## config.mk

```make
export PLATFORM = sky130hd
export DESIGN_NAME = keycode_motion_ctrl_flat
export DESIGN_NICKNAME = d
export VERILOG_FILES = /design/src/rtl/keycode_motion_ctrl_if.sv /design/src/rtl/keycode_motion_ctrl.sv /design/src/flat_wrapper.sv
export SDC_FILE = /design/constraint.sdc
export NUM_CORES = 1
export LEC_CHECK = 0
export CORE_ASPECT_RATIO = 0.6
export CORE_MARGIN = 1.5
export CORE_UTILIZATION = 51
export CTS_CLUSTER_SIZE = 14
export DETAILED_ROUTE_END_ITERATION = 6
export PLACE_DENSITY = 0.83
export SKIP_LAST_GASP = 1
export SLEW_MARGIN = 30
export SYNTH_ARGS = -nofsm -noshare
export SYNTH_HDL_FRONTEND = slang
export SYNTH_SLANG_ARGS = --single-unit
```

## constraint.sdc

```tcl
create_clock -name Clk -period 8.6 [get_ports Clk]
set_input_delay 1.29 -clock Clk [delete_from_list [all_inputs] [get_ports Clk]]
set_output_delay 1.29 -clock Clk [all_outputs]
set_load 0.1 [all_outputs]
```

## src/rtl/keycode_motion_ctrl_if.sv

```systemverilog
// Keycode motion controller bus.
// Carries the frame strobe, keycode and collision flag into the controller,
// and the sprite position and status back out to the sprite/collision logic.
//   frame_clk : vsync-rate strobe, asynchronous to the system clock
//   keycode   : 8-bit arrow keycode (0x4F R, 0x50 L, 0x51 D, 0x52 U)
//   collision : sprite overlap flag, sampled at frame tick
//   pos_x/y   : 10-bit sprite position
//   dir       : last direction (00 R, 01 L, 10 D, 11 U)
//   moving    : controller in MOVE
//   blocked   : controller in BLOCKED
//   edge_hit  : one-clock pulse when a bound clamp shortened a step
interface keycode_motion_ctrl_if;
    logic       frame_clk;
    logic [7:0] keycode;
    logic       collision;
    logic [9:0] pos_x;
    logic [9:0] pos_y;
    logic [1:0] dir;
    logic       moving;
    logic       blocked;
    logic       edge_hit;

    // master: keyboard/sequencer side, drives keys and reads the position
    modport master (
        output frame_clk, keycode, collision,
        input  pos_x, pos_y, dir, moving, blocked, edge_hit
    );

    // slave: the motion controller
    modport slave (
        input  frame_clk, keycode, collision,
        output pos_x, pos_y, dir, moving, blocked, edge_hit
    );
endinterface

```

## src/rtl/keycode_motion_ctrl.sv

```systemverilog
// Keycode motion controller.
// Turns arrow-key keycodes into per-frame sprite motion with bound clamping
// and a collision back-off that suppresses motion for HOLD_FRAMES ticks.
// Ports:
//   Clk     : system clock
//   Reset_n : asynchronous active-low reset
//   bus     : keycode_motion_ctrl_if.slave (frame_clk, keycode, collision in;
//             pos_x, pos_y, dir, moving, blocked, edge_hit out)
module keycode_motion_ctrl #(
    parameter int unsigned X_MIN       = 0,
    parameter int unsigned X_MAX       = 639,
    parameter int unsigned Y_MIN       = 0,
    parameter int unsigned Y_MAX       = 479,
    parameter int unsigned X_START     = 320,
    parameter int unsigned Y_START     = 240,
    parameter int unsigned STEP        = 2,
    parameter int unsigned HOLD_FRAMES = 4
) (
    input  logic                  Clk,
    input  logic                  Reset_n,
    keycode_motion_ctrl_if.slave  bus
);

    localparam logic [10:0] X_MIN_W   = 11'(X_MIN);
    localparam logic [10:0] X_MAX_W   = 11'(X_MAX);
    localparam logic [10:0] Y_MIN_W   = 11'(Y_MIN);
    localparam logic [10:0] Y_MAX_W   = 11'(Y_MAX);
    localparam logic [10:0] STEP_W    = 11'(STEP);
    localparam logic [9:0]  X_START_W = 10'(X_START);
    localparam logic [9:0]  Y_START_W = 10'(Y_START);
    localparam logic [7:0]  HOLD_W    = 8'(HOLD_FRAMES);

    typedef enum logic [1:0] {
        IDLE    = 2'd0,
        MOVE    = 2'd1,
        BLOCKED = 2'd2
    } state_t;

    state_t     state;
    logic [9:0] pos_x, pos_y;
    logic [9:0] prev_x, prev_y;
    logic [1:0] dir;
    logic [7:0] hold_cnt;
    logic       edge_hit;
    logic [7:0] key_q;

    // [0],[1]: synchronizer; [2]: previous synchronized level for edge detect
    logic [2:0] fsync;
    logic       tick;

    always_ff @(posedge Clk or negedge Reset_n) begin
        if (!Reset_n) begin
            fsync <= 3'b000;
            key_q <= 8'h00;
        end else begin
            fsync <= {fsync[1:0], bus.frame_clk};
            key_q <= bus.keycode;
        end
    end

    // One-clock pulse on the synchronized rising edge; a long level gives one tick.
    assign tick = fsync[1] & ~fsync[2];

    // Key decode and clamped step for the selected axis.
    logic        key_valid;
    logic [1:0]  key_dir;
    logic [10:0] cur, lim_hi, lim_lo, sum;
    logic [9:0]  nxt;
    logic        clamp;

    always_comb begin
        key_valid = 1'b1;
        key_dir   = 2'b00;
        case (key_q)
            8'h4F:   key_dir = 2'b00;
            8'h50:   key_dir = 2'b01;
            8'h51:   key_dir = 2'b10;
            8'h52:   key_dir = 2'b11;
            default: key_valid = 1'b0;
        endcase

        // dir[1] selects the y axis; dir[0] set means a decrement (left/up)
        cur    = key_dir[1] ? {1'b0, pos_y} : {1'b0, pos_x};
        lim_hi = key_dir[1] ? Y_MAX_W : X_MAX_W;
        lim_lo = key_dir[1] ? Y_MIN_W : X_MIN_W;
        sum    = cur + STEP_W;
        clamp  = 1'b0;
        nxt    = 10'(cur);

        if (!key_dir[0]) begin
            if (sum > lim_hi) begin
                nxt   = 10'(lim_hi);
                clamp = 1'b1;
            end else begin
                nxt = 10'(sum);
            end
        end else begin
            // compare before subtracting so the 11-bit value never wraps
            if (cur < lim_lo + STEP_W) begin
                nxt   = 10'(lim_lo);
                clamp = 1'b1;
            end else begin
                nxt = 10'(cur - STEP_W);
            end
        end
    end

    always_ff @(posedge Clk or negedge Reset_n) begin
        if (!Reset_n) begin
            state    <= IDLE;
            pos_x    <= X_START_W;
            pos_y    <= Y_START_W;
            prev_x   <= X_START_W;
            prev_y   <= Y_START_W;
            dir      <= 2'b00;
            hold_cnt <= 8'd0;
            edge_hit <= 1'b0;
        end else begin
            edge_hit <= 1'b0;
            if (tick) begin
                case (state)
                    IDLE, MOVE: begin
                        if (bus.collision) begin
                            // back off to the last position; prev stays so a
                            // repeated collision cannot walk further back
                            pos_x    <= prev_x;
                            pos_y    <= prev_y;
                            hold_cnt <= HOLD_W;
                            state    <= BLOCKED;
                        end else if (key_valid) begin
                            prev_x <= pos_x;
                            prev_y <= pos_y;
                            if (key_dir[1]) pos_y <= nxt;
                            else            pos_x <= nxt;
                            dir      <= key_dir;
                            edge_hit <= clamp;
                            state    <= MOVE;
                        end else begin
                            state <= IDLE;
                        end
                    end
                    BLOCKED: begin
                        if (bus.collision) begin
                            hold_cnt <= HOLD_W;
                        end else if (hold_cnt <= 8'd1) begin
                            hold_cnt <= 8'd0;
                            state    <= IDLE;
                        end else begin
                            hold_cnt <= hold_cnt - 8'd1;
                        end
                    end
                    default: state <= IDLE;
                endcase
            end
        end
    end

    assign bus.pos_x    = pos_x;
    assign bus.pos_y    = pos_y;
    assign bus.dir      = dir;
    assign bus.edge_hit = edge_hit;
    assign bus.moving   = (state == MOVE);
    assign bus.blocked  = (state == BLOCKED);

endmodule

```

## src/flat_wrapper.sv

```systemverilog
// flat-port wrapper written by rule: the top's interface ports become plain ports
module keycode_motion_ctrl_flat 
#(
    parameter int unsigned X_MIN       = 0,
    parameter int unsigned X_MAX       = 639,
    parameter int unsigned Y_MIN       = 0,
    parameter int unsigned Y_MAX       = 479,
    parameter int unsigned X_START     = 320,
    parameter int unsigned Y_START     = 240,
    parameter int unsigned STEP        = 2,
    parameter int unsigned HOLD_FRAMES = 4
)
  (Clk, Reset_n, bus_frame_clk, bus_keycode, bus_collision, bus_pos_x, bus_pos_y, bus_dir, bus_moving, bus_blocked, bus_edge_hit);
  keycode_motion_ctrl_if bus_i ();
  input  logic Clk;
  input  logic Reset_n;
  input wire logic [$bits(bus_i.frame_clk)-1:0] bus_frame_clk;
  input wire logic [$bits(bus_i.keycode)-1:0] bus_keycode;
  input wire logic [$bits(bus_i.collision)-1:0] bus_collision;
  output wire logic [$bits(bus_i.pos_x)-1:0] bus_pos_x;
  output wire logic [$bits(bus_i.pos_y)-1:0] bus_pos_y;
  output wire logic [$bits(bus_i.dir)-1:0] bus_dir;
  output wire logic [$bits(bus_i.moving)-1:0] bus_moving;
  output wire logic [$bits(bus_i.blocked)-1:0] bus_blocked;
  output wire logic [$bits(bus_i.edge_hit)-1:0] bus_edge_hit;
  assign bus_i.frame_clk = bus_frame_clk;
  assign bus_i.keycode = bus_keycode;
  assign bus_i.collision = bus_collision;
  assign bus_pos_x = bus_i.pos_x;
  assign bus_pos_y = bus_i.pos_y;
  assign bus_dir = bus_i.dir;
  assign bus_moving = bus_i.moving;
  assign bus_blocked = bus_i.blocked;
  assign bus_edge_hit = bus_i.edge_hit;
  keycode_motion_ctrl #(.X_MIN(X_MIN), .X_MAX(X_MAX), .Y_MIN(Y_MIN), .Y_MAX(Y_MAX), .X_START(X_START), .Y_START(Y_START), .STEP(STEP), .HOLD_FRAMES(HOLD_FRAMES)) u_core (.Clk(Clk), .Reset_n(Reset_n), .bus(bus_i));
endmodule
```

; ---- Word level (Yosys, flattened, before mapping)
; Index checks and enable logic that the tools add are counted.
[classes]
n_addsub = 3
n_lt_le_gt_ge = 3
n_eq_ne = 10
mux = 29
n_bitwise = 3
n_reduce_logical = 11
[ops]
columns = operator, count
row1 = $mux W10, 11
row2 = $eq A8 B7 Y1 const B, 4
row3 = $mux W8, 3
row4 = $pmux W8 S2, 1
row5 = $reduce_and A4 Y1, 3
row6 = $add A11 B2 Y11 const B, 1
row7 = $gt A11 B11 Y1, 1
row8 = $lt A11 B2 Y1 const B, 1
row9 = $sub A10 B2 Y10 const B, 1
row10 = $mux W1, 9
row11 = $le A8 B1 Y1 const B, 1
row12 = $sub A8 B1 Y8 const B, 1
row13 = $mux W2, 3
row14 = $ne A2 B2 Y1 const B, 3
row15 = $pmux W2 S3, 1
row16 = $reduce_and A3 Y1, 2
row17 = $reduce_bool A2 Y1, 3
row18 = $pmux W2 S2, 1
row19 = $reduce_or A4 Y1, 1
row20 = $eq A2 B1 Y1 const B, 1
row21 = $eq A2 B2 Y1 const B, 1
row22 = $logic_not A2 Y1, 1
row23 = $ne A2 B1 Y1 const B, 1
row24 = $not A1 Y1, 2
row25 = other kinds (2), 2
[word_totals]
register_bits = 64
in_bits = 12
output_inout_bits = 25
wordCells = 69

; ---- Logic depth before layout (Yosys ltp)
; Gate-level depths: netlist of run 1.
[logic_depth]
ltp_word = 11
ltp_mapped = 23
ltp_nobuf = 20

; ---- Least setup slack after synthesis of run 1
; Ideal clock, no wire load.
[synth_path]
kind = flip-flop to flip-flop
from = register u_core.key_q[3]
to = register u_core.pos_y[0], in the netlist u_core.bus.pos_y[0]
setup_time_ps = 76
t_arrival_ps = 4834
slack_ps = 3690
stages_incl_launch_ff = 22
path_buffers = 2
synth_period_minus_slack_ps = 4910
path_cell_list = dfrtp_1 -> or3b_4 -> nor3_4 -> buf_4 -> clkbuf_1 -> nand2_1 -> nand2_1 -> ha_1 -> nand4_1 -> nor4_1 -> o21ai_0 -> xnor2_1 -> mux2i_1 -> ha_1 -> and4_1 -> nand2_1 -> a211oi_1 -> o221a_4 -> a211oi_4 -> or3_4 -> a32o_1 -> o21ai_2
[synth_via]
elab_chain_len = 10
word_cells_on_any_way = 22
cone_classes = add/sub (2) / order compare (2) / eq/ne (4) / mux (10) / reduce/logical (4)
[synth_lines]
columns = item, line
row1 = "start, declared", keycode_motion_ctrl.sv:45  ; logic [7:0] key_q;
row2 = "start signal, assigned", keycode_motion_ctrl.sv:57  ; key_q <= bus.keycode;
row3 = $eq A8 B7 Y1, keycode_motion_ctrl.sv:74  ; case (key_q)
row4 = $pmux W2 S3 (*), keycode_motion_ctrl.sv:74
row5 = net u_core.key_dir[1], keycode_motion_ctrl.sv:66  ; logic [1:0] key_dir;
row6 = $mux W10, keycode_motion_ctrl.sv:83  ; cur = key_dir[1] ? {1'b0, pos_y} : {1'b0, pos_x};
row7 = $add A11 B2 Y11, keycode_motion_ctrl.sv:86  ; sum = cur + STEP_W;
row8 = $gt A11 B11 Y1, keycode_motion_ctrl.sv:91  ; if (sum > lim_hi) begin
row9 = $mux W10, keycode_motion_ctrl.sv:91
row10 = $mux W10, keycode_motion_ctrl.sv:90  ; if (!key_dir[0]) begin
row11 = $mux W10, keycode_motion_ctrl.sv:133  ; if (key_dir[1]) pos_y <= nxt;
row12 = $mux W10, keycode_motion_ctrl.sv:130  ; end else if (key_valid) begin
row13 = $mux W10, keycode_motion_ctrl.sv:123  ; if (bus.collision) begin
row14 = "end signal, assigned", keycode_motion_ctrl.sv:127  ; pos_y <= prev_y;
row15 = "end signal, assigned", keycode_motion_ctrl.sv:133
row16 = "end, declared", keycode_motion_ctrl.sv:40  ; logic [9:0] pos_x, pos_y;
; The timed path passes the listed nets; every way through them passes the cells marked *. The select of a mux whose other input is x is not followed.
; A chain may end at the register's enable or synchronous reset.

; ---- Worst setup path in the final report of run 1
[layout_path]
from = register u_core.key_q[3]
to = register u_core.pos_x[5], in the netlist u_core.bus.pos_x[5]
[layout_via]
elab_chain_len = 10
word_cells_on_any_way = 22
cone_classes = add/sub (2) / order compare (2) / eq/ne (5) / mux (10) / reduce/logical (3)
[layout_lines]
columns = item, line
row1 = $eq A8 B7 Y1, keycode_motion_ctrl.sv:74
row2 = $pmux W2 S3, keycode_motion_ctrl.sv:74
row3 = $mux W10, keycode_motion_ctrl.sv:83
row4 = $add A11 B2 Y11, keycode_motion_ctrl.sv:86
row5 = $gt A11 B11 Y1, keycode_motion_ctrl.sv:91
row6 = $mux W10, keycode_motion_ctrl.sv:91
row7 = $mux W10, keycode_motion_ctrl.sv:90
row8 = $mux W10, keycode_motion_ctrl.sv:133
row9 = $mux W10, keycode_motion_ctrl.sv:130
row10 = $mux W10, keycode_motion_ctrl.sv:123
row11 = "end signal, assigned", keycode_motion_ctrl.sv:126  ; pos_x <= prev_x;
row12 = "end signal, assigned", keycode_motion_ctrl.sv:134  ; else pos_x <= nxt;
row13 = "end, declared", keycode_motion_ctrl.sv:40
; Parallel ways exist; a longest one is shown, timed or not. The select of a mux whose other input is x is not followed.

==> flow_summary.toml, run 1 <==
[floorplan]
top_level_ports = 37
core_region_area_mm2 = 0.00736
floorplan.initialDensity_pct = 53.4
dieWidth_um = 116
core.rowCount = 24
die_boundary_height_um = 71.0
floorplan.die_area_mm2 = 0.00825

[worst_setup_path]
critPathRequiredTime_ps = 8800
critPathArrivalTime_ps = 6040
rr_startpoint = "u_core.key_q[3]"
cp_slowest_cell = "sky130_fd_sc_hd__nor4_1"
worst-r2r-cell-count = 21
timing.critical_path.max_delay_family = "simple AND/OR/NAND/NOR gates"
cp_num_buf_inv = 3
critPathLaunchType = "register"
crit_chain = "or3b_4 -> nor3_4 -> buf_4 -> inv_2 -> mux2i_2 -> inv_2 -> ha_1 -> nand4_1 -> nor4_1 -> o21ai_0 -> xor2_1 -> mux2i_1 -> ha_1 -> and4_1 -> nand2_1 -> a211oi_1 -> o221a_4 -> a211oi_4 -> nor3_1 -> a311oi_2 -> o21ai_1"
cp-end-kind = "register"
critPathMaxFanout = 28
critical_path_s_largest_stage_delay_ps = 490
criticalPathCategory = "reg2reg"
timing.rr.end = "u_core.bus.pos_x[5]"
rrSetupSlack_ps = 2760

[routing]
post_drt_via_cell_ratio = 6.38
drt-initial-drc-count = 449
num_vias = 3522
detailedRoute.firstPassIterationCount = 6
postRouteWirelength_mm = 11.2
drt_drc_violations_left = 0
post_drt_wl_per_cell_um = 20.4
final_antenna_net_count = 0

[sta]
max_clock_freq_mhz = 171
timing.clock.skew_ps = 8.99
slew-limit-headroom_pct = 33.8
final-hold-violation-count = 0
post-route-period-util_pct = 67.9
hold_ws_ps = 354
grt_setup_unrepaired = "false"
maxSlewViolCount = 0
worstMarginPinSlew_ps = 990
finalSetupViolations = 0
final.setup.tns_ps = 0
timing.final.crit_period_ps = 5840

[synthesis]
synth-warning-count = 0
number_of_enable_type_register_cells_in_the_synthesized_netlist = 0
netlist.top_cell.by_area = "sky130_fd_sc_hd__dfrtp_1"
synth_fp_nets = 442
synthDominantCellAreaShare_pct = 33.1
synth.lib_cells_used.distinct = 69
post_synth_most_frequent_cells = "sky130_fd_sc_hd__dfrtp_1, sky130_fd_sc_hd__nand2_1, sky130_fd_sc_hd__nor2_1"
synth_area_leaders = "sky130_fd_sc_hd__dfrtp_1, sky130_fd_sc_hd__dfstp_2, sky130_fd_sc_hd__mux2_2, sky130_fd_sc_hd__a21oi_1, sky130_fd_sc_hd__o21ai_0"
syn_avg_cell_area_um2 = 9.33
gate_count_post_synth = 421
syn-cell-area_mm2 = 0.00393
synth_sequential_area_ratio_pct = 41.2
synthMostInstantiatedCell = "sky130_fd_sc_hd__dfrtp_1"
synth-seq-cells = 64
yosys_most_used_dff = "sky130_fd_sc_hd__dfrtp_1"
postSynth.asyncResetShare_pct = 100

[worst_hold_path]
holdPathEnd = "u_core.fsync[1]"
timing.hold.worst_path_depth = 0
min_from = "u_core.fsync[0]"
hold_path.class = "reg2reg"

[place]
io_buffer_count = 36
gp_congestion = 0.951
detailedPlacementHpwl_mm = 8.04

[final_layout]
finalNetCount = 464
finalCoreUtilization_pct = 62.9
flow.area_growth_from_synthesis_pct = 17.9
ratio_of_cells_with_drive_above_1_in_the_final_layout_pct = 17.2
antenna-diode-count = 0

[clocking]
insertion_delay_ps = 330
ctsResizeCount = 0
clk_root_buffer_cell = "sky130_fd_sc_hd__clkbuf_16"
tritoncts = "yes"
cts_setup_buffers = 0
cts_max_level = 3
ctsHoldBuffers = 0
max-clock-path-buffers = 2
cts_num_sinks = 64
cts_buffers = 9
clkSlewWorstSetupHoldPaths_ps = 60

[flow_run]
max_cap_viol_count = 0

[pwr]
p_per_area_mw_per_mm2 = 228
power.switching_fraction_pct = 37.1
portion_of_total_power_attributed_to_combinational_logic_pct = 27.5
vdd_ir_drop_max_uv = 150
power.share.sequential_pct = 37.1
internal-power_w = 0.000665
static-leakage-power_nw = 1.88
power.switching_w = 0.000392
pwr-share-clk_pct = 35.4

[global_routing]
grt_antenna_before_repair = 0
first_global_vias = 3404
grt_first_pass_wirelength_mm = 18.1
grt_max_degree = 65
track_usage_pct = 29.5
grt-ovfl-total = 0

[outcome]
status = "finished, final reports clean"
-- worst reg2reg max path, delay by kind of cell (launching register included) --
kind            cells  cell delay [ps]
xor+xnor            1              170
compound gates      6             1480
buf+inv             3              790
flops               1              390
simple gates        7             1690
mux                 2              540
fa+ha+maj           2              640
-- registers in the layout, indices dropped and copies added (netlist names) --
name and cells:
u_core.hold_cnt 8, u_core.prev_x 10, u_core.state 2, u_core.fsync 3
u_core.key_q 8, u_core.bus.dir 2, u_core.bus.pos_x 10, u_core.bus.pos_y 10
u_core.bus.edge_hit 1, u_core.prev_y 10
-- routing by layer --
metal  share of wire (%)  track usage, %  wire, µm
met5                   0               0         0
met4                 1.7            9.76       194
met3                  11            8.31      1270
met2                  41            40.0      4600
met1                  46            45.1      5180
-- how the worst max path moves through the flow --
stage | startpoint | end | slack [ps] | depth (start not counted)
after floorplan | u_core.key_q[3] | u_core.bus.pos_y[0] | 3690 | 21
after global placement | u_core.key_q[3] | u_core.bus.pos_x[5] | 3180 | 21
after detailed placement | u_core.key_q[3] | u_core.bus.pos_x[5] | 2890 | 21
after CTS | u_core.key_q[5] | u_core.bus.pos_x[5] | 2870 | 21
after global routing | u_core.key_q[5] | u_core.bus.pos_x[5] | 2430 | 21
final | u_core.key_q[3] | u_core.bus.pos_x[5] | 2760 | 21
-- power by group through the flow --
stage / Combinational, W / Sequential, W / Clock, W
4_1_cts: 0.000288 / 0.000390 / 0.000379
5_1_grt: 0.000313 / 0.000397 / 0.000393
2_1_floorplan: 0.000162 / 0.000440 / 0
6_report: 0.000291 / 0.000393 / 0.000374
3_3_place_gp: 0.000283 / 0.000392 / 0
3_5_place_dp: 0.000287 / 0.000395 / 0
-- cells by family after synthesis --
logic type	after synthesis	synth area share (%)
DFF	64	41.2
buffers and inverters	43	4.59
muxes	31	8.83
and+or+nand+nor	146	19.9
xor gates and xnor gates	14	3.12
AOI/OAI and AO/OA	114	19.5
adders and majority gates	9	2.87
-- through the flow --
stage | instance area, µm² | instances | power [W] | setup slack, ps
after floorplan | 3930 | 421 | 0.000602 | 3690
after global placement | 4320 | 536 | 0.000675 | 3180
after detailed placement | 4320 | 536 | 0.000682 | 2890
after CTS | 4630 | 552 | 0.00106 | 2870
after global routing | 4630 | 552 | 0.00110 | 2430
final | 4630 | 552 | 0.00106 | 2760
-- cell usage in the layout (no fill, tap or decap), drive strengths merged, types with 3 or more instances in the layout --
master / instances
mux2: 23
a211oi: 4
buf: 6
clkbuf: 10
o41ai: 3
o22ai: 5
mux2i: 8
nand3: 9
xor2: 7
a31oi: 4
dfrtp: 52
xnor2: 7
nor3: 17
o31ai: 3
a221oi: 3
nor2: 30
nor4: 5
or3: 11
inv: 14
nor3b: 6
a311oi: 4
ha: 9
a21oi: 27
nand2: 33
a21boi: 3
dfstp: 12
clkdlybuf4s50: 35
or2: 3
o21ai: 37
nand4: 9
and3: 7
a22oi: 5
nand2b: 8
-- cell type report --
class | count | area [µm²]
Inverter | 13 | 48.8
Timing Repair Buffer | 41 | 393
Multi-Input combinational cell | 314 | 2140
Fill cell | 615 | 2730
Sequential cell | 64 | 1620
Clock buffer | 10 | 239
Clock inverter | 6 | 67.6
Tap cell | 104 | 130
Note: power is estimated with default switching activity, not from simulation.
==> run 2, diff against run 1 <==
--- a/config.mk
+++ b/config.mk
@@ -10,7 +10,7 @@
 export CORE_UTILIZATION = 51
 export CTS_CLUSTER_SIZE = 14
 export DETAILED_ROUTE_END_ITERATION = 6
-export PLACE_DENSITY = 0.83
+export PLACE_DENSITY = 0.86
 export SKIP_LAST_GASP = 1
 export SLEW_MARGIN = 30
 export SYNTH_ARGS = -nofsm -noshare
==> constraint.sdc (replaced) <==
create_clock -name Clk -period 4.9 [get_ports Clk]
set_input_delay 0.735 -clock Clk [delete_from_list [all_inputs] [get_ports Clk]]
set_output_delay 0.735 -clock Clk [all_outputs]
set_load 0.1 [all_outputs]
==> flow_summary.toml, run 2 (same netlist as run 1, synthesis figures left out) <==
[final_layout]
final_cells = 561
final_common_cell = "sky130_fd_sc_hd__dfrtp_1"
layout_common_cells = "sky130_fd_sc_hd__dfrtp_1, sky130_fd_sc_hd__clkdlybuf4s50_1, sky130_fd_sc_hd__nand2_1, sky130_fd_sc_hd__nor2_1"
flow.area_growth_from_synthesis_pct = 21.4
antenna-diode-count = 0
finalCoreUtilization_pct = 64.8
finalNetCount = 473
fill_cell_total_of_the_finished_layout = 601
ratio_of_cells_with_drive_above_1_in_the_final_layout_pct = 19.9

[worst_setup_path]
critPathRequiredTime_ps = 5110
timing.rr.end = "u_core.bus.pos_y[1]"
worst-r2r-cell-count = 20
critPathMaxFanout = 8
critPathLaunchType = "register"
cp-end-kind = "register"
rrSetupSlack_ps = 90
rr_startpoint = "u_core.key_q[3]"
critPathArrivalTime_ps = 5020
criticalPathCategory = "reg2reg"

[sta]
final-hold-violation-count = 0
maxSlewViolCount = 0
slew-limit-headroom_pct = 34.2
timing.clock.skew_ps = 9.72
worstMarginPinSlew_ps = 984
post-route-period-util_pct = 98.1
max_clock_freq_mhz = 208
finalSetupViolations = 0
grt_setup_unrepaired = "true"
hold_ws_ps = 357
timing.final.crit_period_ps = 4810
timing.final.ws_setup_ps = 91.1

[place]
detailedPlacementHpwl_mm = 8.20
dp.cells = 544
io_buffer_count = 36
placement.setup.worst_slack_ps = 92.6
gp_congestion = 0.986

[clocking]
cts_buffers = 9
tritoncts = "yes"
cts_max_level = 3
insertion_delay_ps = 340
clkSlewWorstSetupHoldPaths_ps = 60
max-clock-path-buffers = 2
clk_root_buffer_cell = "sky130_fd_sc_hd__clkbuf_16"
cts_num_sinks = 64
ctsHoldBuffers = 0

[global_routing]
grt-ovfl-total = 0
grt_max_degree = 65
first_global_vias = 3486
grt_antenna_before_repair = 0
globalRouteMet1Util_pct = 43.3
grt_first_pass_wirelength_mm = 18.4
gr-max-usage-layer = "met1"
gr-usage-met2_pct = 41.0
gr-usage-met3_pct = 11.7
track_usage_pct = 29.8

[worst_hold_path]
hold_path.class = "reg2reg"
holdPathEnd = "u_core.fsync[1]"
min_from = "u_core.fsync[0]"
timing.hold.worst_path_depth = 0

[pwr]
vdd_ir_drop_max_uv = 241
p_per_area_mw_per_mm2 = 401
static-leakage-power_nw = 1.94

[routing]
postRouteWirelength_mm = 11.6
post_drt_wl_per_cell_um = 20.7
drt-initial-drc-count = 378
num_vias = 3614
post_drt_via_cell_ratio = 6.44
final_antenna_net_count = 0
drt_drc_violations_left = 0
detailedRoute.firstPassIterationCount = 6

[floorplan]
die_boundary_height_um = 71.0
floorplan.initialDensity_pct = 53.4
core_region_area_mm2 = 0.00736
top_level_ports = 37
core.rowCount = 24
floorplan.die_area_mm2 = 0.00825
dieWidth_um = 116

[flow_run]
max_cap_viol_count = 0

[outcome]
status = "finished, final reports clean"
## run 2: report_power, final
| part | switching, W | internal [W] |
|---|---|---|
| clock network | 0.000251 | 0.000448 |
| registers | 0.0000903 | 0.000594 |
| logic | 0.000356 | 0.000172 |
## run 2: layout make-up
| class | instances | area (µm²) | area share [%] |
|---|---|---|---|
| Clock buffer | 10 | 229 | 4.80 |
| Timing Repair Buffer | 50 | 460 | 9.66 |
| Inverter | 13 | 48.8 | 1.02 |
| Clock inverter | 6 | 92.6 | 1.94 |
| Multi-Input combinational cell | 314 | 2190 | 45.9 |
| Sequential cell | 64 | 1620 | 33.9 |
| Tap cell | 104 | 130 | 2.73 |
## run 2: routing by layer
layer | vias to the layer above | share of wire [%]
met5 | - | 0
met4 | 0 | 1.4
met3 | 27 | 14
met2 | 235 | 42
met1 | 1747 | 43
li1 | 1605 | -
## run 2: how the worst max path moves through the flow
stage / from / to / slack [ps] / cells past startpoint
6_report: u_core.key_q[3] / u_core.bus.pos_y[1] / 90 / 20
5_1_grt: u_core.key_q[3] / u_core.bus.pos_y[3] / -90 / 20
4_1_cts: u_core.key_q[3] / u_core.bus.pos_y[0] / 80 / 20
3_5_place_dp: u_core.key_q[3] / u_core.bus.pos_y[0] / 90 / 20
3_3_place_gp: u_core.key_q[3] / u_core.bus.pos_y[0] / 210 / 20
2_1_floorplan: u_core.key_q[3] / u_core.bus.pos_y[0] / 120 / 21
## run 2: metrics by stage
| step | instance area, µm² | power (W) | setup TNS, ps |
|---|---|---|---|
| after floorplan | 3930 | 0.00106 | 0 |
| after CTS | 4700 | 0.00190 | 0 |
| after global routing | 4770 | 0.00198 | -1130 |
| final | 4770 | 0.00191 | 0 |
| after detailed placement | 4380 | 0.00119 | 0 |
| after global placement | 4380 | 0.00118 | 0 |
## run 2: what timing repair did
| item | in CTS | in global routing |
|---|---|---|
| endpoints found under the setup margin | 0 | 21 |
| resized for setup | 0 | 10 |
| buffers inserted | 0 | 1 |
## run 2: worst max-delay path: stages, from the launching register on
cell and delay [ps]:
sky130_fd_sc_hd__dfrtp_1 390, sky130_fd_sc_hd__or3b_4 440, sky130_fd_sc_hd__nor3_4 230, sky130_fd_sc_hd__inv_2 80
sky130_fd_sc_hd__mux2i_2 180, sky130_fd_sc_hd__inv_2 140, sky130_fd_sc_hd__ha_4 200, sky130_fd_sc_hd__nand4_1 190
sky130_fd_sc_hd__nor4_4 320, sky130_fd_sc_hd__nor2_1 100, sky130_fd_sc_hd__a21oi_1 160, sky130_fd_sc_hd__xnor2_1 230
sky130_fd_sc_hd__ha_1 340, sky130_fd_sc_hd__and4_1 180, sky130_fd_sc_hd__nand2_1 100, sky130_fd_sc_hd__a211oi_2 60
sky130_fd_sc_hd__o221a_4 320, sky130_fd_sc_hd__a211oi_4 410, sky130_fd_sc_hd__o21ai_0 270, sky130_fd_sc_hd__nand2_1 220
sky130_fd_sc_hd__o21ai_0 90
==> run 3, diff against run 2 <==
--- a/config.mk
+++ b/config.mk
@@ -5,12 +5,12 @@
 export SDC_FILE = /design/constraint.sdc
 export NUM_CORES = 1
 export LEC_CHECK = 0
+export ABC_AREA = 1
 export CORE_ASPECT_RATIO = 0.6
-export CORE_MARGIN = 1.5
 export CORE_UTILIZATION = 51
 export CTS_CLUSTER_SIZE = 14
 export DETAILED_ROUTE_END_ITERATION = 6
-export PLACE_DENSITY = 0.86
+export PLACE_DENSITY = 0.87
 export SKIP_LAST_GASP = 1
 export SLEW_MARGIN = 30
 export SYNTH_ARGS = -nofsm -noshare
==> flow_summary.toml, run 3 <==
[worst_hold_path]
holdPathEnd = "u_core.fsync[1]"
hold_path.class = "reg2reg"
min_from = "u_core.fsync[0]"
timing.hold.worst_path_depth = 0

[clocking]
clk_root_buffer_cell = "sky130_fd_sc_hd__clkbuf_16"
cts_num_sinks = 64
cts_buffers = 9
ctsHoldBuffers = 0
tritoncts = "yes"
cts_max_level = 3
max-clock-path-buffers = 2
cts_setup_buffers = 0
clkSlewWorstSetupHoldPaths_ps = 50
ctsResizeCount = 0
insertion_delay_ps = 330

[pwr]
static-leakage-power_nw = 2.06
p_per_area_mw_per_mm2 = 743
power.share.sequential_pct = 25.6
power.switching_w = 0.00168
portion_of_total_power_attributed_to_combinational_logic_pct = 55.0
power.switching_fraction_pct = 51.9
internal-power_w = 0.00156
vdd_ir_drop_max_uv = 677
pwr-share-clk_pct = 19.4

[floorplan]
top_level_ports = 37
core_region_area_mm2 = 0.00676
floorplan.die_area_mm2 = 0.00747
dieWidth_um = 111
floorplan.initialDensity_pct = 53.7
die_boundary_height_um = 67.3
core.rowCount = 23

[routing]
top_signal_layer_used = "met4"
route.layer.met1.wl_mm = 4.22
length_of_routed_met2_wiring_mm = 3.95
drt_drc_violations_left = 0
detailedRoute.firstPassIterationCount = 5
met3_length_um = 771
post_drt_wl_per_cell_um = 16.3
final_antenna_net_count = 0
post_drt_via_cell_ratio = 5.67
num_vias = 3171
drt-initial-drc-count = 290
postRouteWirelength_mm = 9.08

[worst_setup_path]
cp_common_cell = "sky130_fd_sc_hd__nand2_1"
cp-end-kind = "register"
critical_path_s_largest_stage_delay_ps = 390
rr_startpoint = "u_core.key_q[0]"
criticalPathCategory = "reg2reg"
critPathRequiredTime_ps = 5070
worst-r2r-cell-count = 20
timing.critical_path.max_delay_family = "simple AND/OR/NAND/NOR gates"
timing.rr.end = "u_core.bus.pos_x[2]"
critPathLaunchType = "register"
cp_num_buf_inv = 1
cp_slowest_cell = "sky130_fd_sc_hd__dfrtp_1"
crit_chain = "nand2_1 -> inv_2 -> nor2_4 -> nand3_4 -> nand2_1 -> nand2_2 -> ha_1 -> nand3_1 -> nor2_1 -> xor2_1 -> ha_1 -> nand2_1 -> nor3_1 -> nand2_1 -> nor3_2 -> nand4_2 -> nand2_4 -> nand2_1 -> o21ai_1 -> a22oi_1"
critPathArrivalTime_ps = 3820
rrSetupSlack_ps = 1250
critPathMaxFanout = 18

[global_routing]
grt-ovfl-total = 0
track_usage_pct = 26.8
first_global_vias = 3045
grt_first_pass_wirelength_mm = 15.2
grt_max_degree = 65
grt_antenna_before_repair = 0

[final_layout]
multiInputGateArea_mm2 = 0.00173
final_common_cell = "sky130_fd_sc_hd__nand2_1"
final-seq-area_mm2 = 0.00162
ratio_of_cells_with_drive_above_1_in_the_final_layout_pct = 19.1
flow.area_growth_from_synthesis_pct = 20.1
finalCoreUtilization_pct = 64.4
finalNetCount = 488
fill_cell_total_of_the_finished_layout = 544
layout_common_cells = "sky130_fd_sc_hd__nand2_1, sky130_fd_sc_hd__inv_1, sky130_fd_sc_hd__dfrtp_1, sky130_fd_sc_hd__nor2_1"
antenna-diode-count = 0

[synthesis]
synthMostInstantiatedCell = "sky130_fd_sc_hd__nand2_1"
post_synth_most_frequent_cells = "sky130_fd_sc_hd__nand2_1, sky130_fd_sc_hd__inv_1, sky130_fd_sc_hd__dfrtp_1"
syn_avg_cell_area_um2 = 8.50
gate_count_post_synth = 427
postSynth.asyncResetShare_pct = 100
synth_fp_nets = 448
synth_sequential_area_ratio_pct = 44.5
netlist.top_cell.by_area = "sky130_fd_sc_hd__dfrtp_1"
synth.lib_cells_used.distinct = 44
synth-warning-count = 0
synth-seq-cells = 64
synthDominantCellAreaShare_pct = 35.8
syn-cell-area_mm2 = 0.00363
synth_area_leaders = "sky130_fd_sc_hd__dfrtp_1, sky130_fd_sc_hd__dfstp_2, sky130_fd_sc_hd__nand2_1, sky130_fd_sc_hd__inv_1, sky130_fd_sc_hd__a21oi_1"
number_of_enable_type_register_cells_in_the_synthesized_netlist = 0
yosys_most_used_dff = "sky130_fd_sc_hd__dfrtp_1"

[sta]
maxSlewViolCount = 0
slew-limit-headroom_pct = 32.6
timing.clock.skew_ps = 6.45
timing.final.crit_period_ps = 3650
finalSetupViolations = 0
final-hold-violation-count = 0
worstMarginPinSlew_ps = 1010
final.setup.tns_ps = 0
grt_setup_unrepaired = "false"
post-route-period-util_pct = 74.6
max_clock_freq_mhz = 274

[place]
detailedPlacementHpwl_mm = 6.37
io_buffer_count = 36
gp_congestion = 0.973

[flow_run]
max_cap_viol_count = 0

[outcome]
status = "finished, final reports clean"
==> run 3: changes by cell type after synthesis, moves of 12 or more <==
cell | before | now
sky130_fd_sc_hd__nand3_1 | 9 | 21
sky130_fd_sc_hd__nor2_1 | 30 | 42
sky130_fd_sc_hd__clkbuf_1 | 22 | 8
sky130_fd_sc_hd__inv_1 | 11 | 56
sky130_fd_sc_hd__mux2_2 | 21 | 8
sky130_fd_sc_hd__nand2_1 | 33 | 68
==> run 3: layer usage <==
metal	vias up	track usage, %
li1	1480	-
met1	1529	36.1
met2	142	42.2
met3	20	8.17
met4	0	7.83
met5	-	0
==> run 3: cell type report <==
type	count	share of cell area [%]
sequential	64	37.1
clock buffer	12	5.66
tap	87	2.50
multi-input combinational	290	39.6
clock inverter	4	1.03
inverter	63	5.43
timing repair buffer	39	8.67
==> run 3: how the worst max path moves through the flow <==
stage                                    from                  end  slack (ps)  cells past startpoint
final                         u_core.key_q[0]  u_core.bus.pos_x[2]        1250                     20
after global routing          u_core.key_q[0]  u_core.bus.pos_y[2]         880                     20
after CTS                     u_core.key_q[0]  u_core.bus.pos_x[2]        1280                     20
after detailed placement      u_core.key_q[0]  u_core.bus.pos_x[4]        1350                     20
after global placement        u_core.key_q[0]  u_core.bus.pos_x[4]        1420                     20
after floorplan           u_core.bus.pos_y[3]  u_core.bus.pos_x[4]        1670                     16
==> run 3: power by group through the flow <==
| stage | registers (W) | logic, W | clock network [W] |
|---|---|---|---|
| 6_report | 0.000830 | 0.00178 | 0.000628 |
| 5_1_grt | 0.000846 | 0.00190 | 0.000656 |
| 4_1_cts | 0.000824 | 0.00177 | 0.000629 |
| 3_5_place_dp | 0.000829 | 0.00175 | 0 |
| 3_3_place_gp | 0.000827 | 0.00174 | 0 |
| 2_1_floorplan | 0.00142 | 0.000755 | 0 |
==> run 3: per-stage QoR <==
| step | setup WS, ps | total power [W] | instances | hold slack, ps | cell area [µm²] |
|---|---|---|---|---|---|
| floorplan | 1670 | 0.00217 | 427 | 331 | 3630 |
| global placement | 1420 | 0.00257 | 543 | 333 | 4070 |
| detailed placement | 1350 | 0.00258 | 543 | 340 | 4070 |
| CTS | 1280 | 0.00323 | 559 | 352 | 4360 |
| global route | 882 | 0.00340 | 559 | 353 | 4360 |
| finish | 1250 | 0.00324 | 559 | 348 | 4360 |
==> run 3: logic make-up (layout without fill, tap and decap cells) <==
logic type / after synthesis / in the layout / share of synthesized area [%]
flip-flops: 64 / 64 / 44.5
AO/OA/AOI/OAI: 88 / 88 / 15.5
AND/OR/NAND/NOR: 175 / 175 / 24.1
buffers and inverters: 73 / 118 / 7.89
XOR/XNOR: 10 / 10 / 2.41
multiplexers: 8 / 8 / 2.48
adder cells (fa/ha/maj): 9 / 9 / 3.10
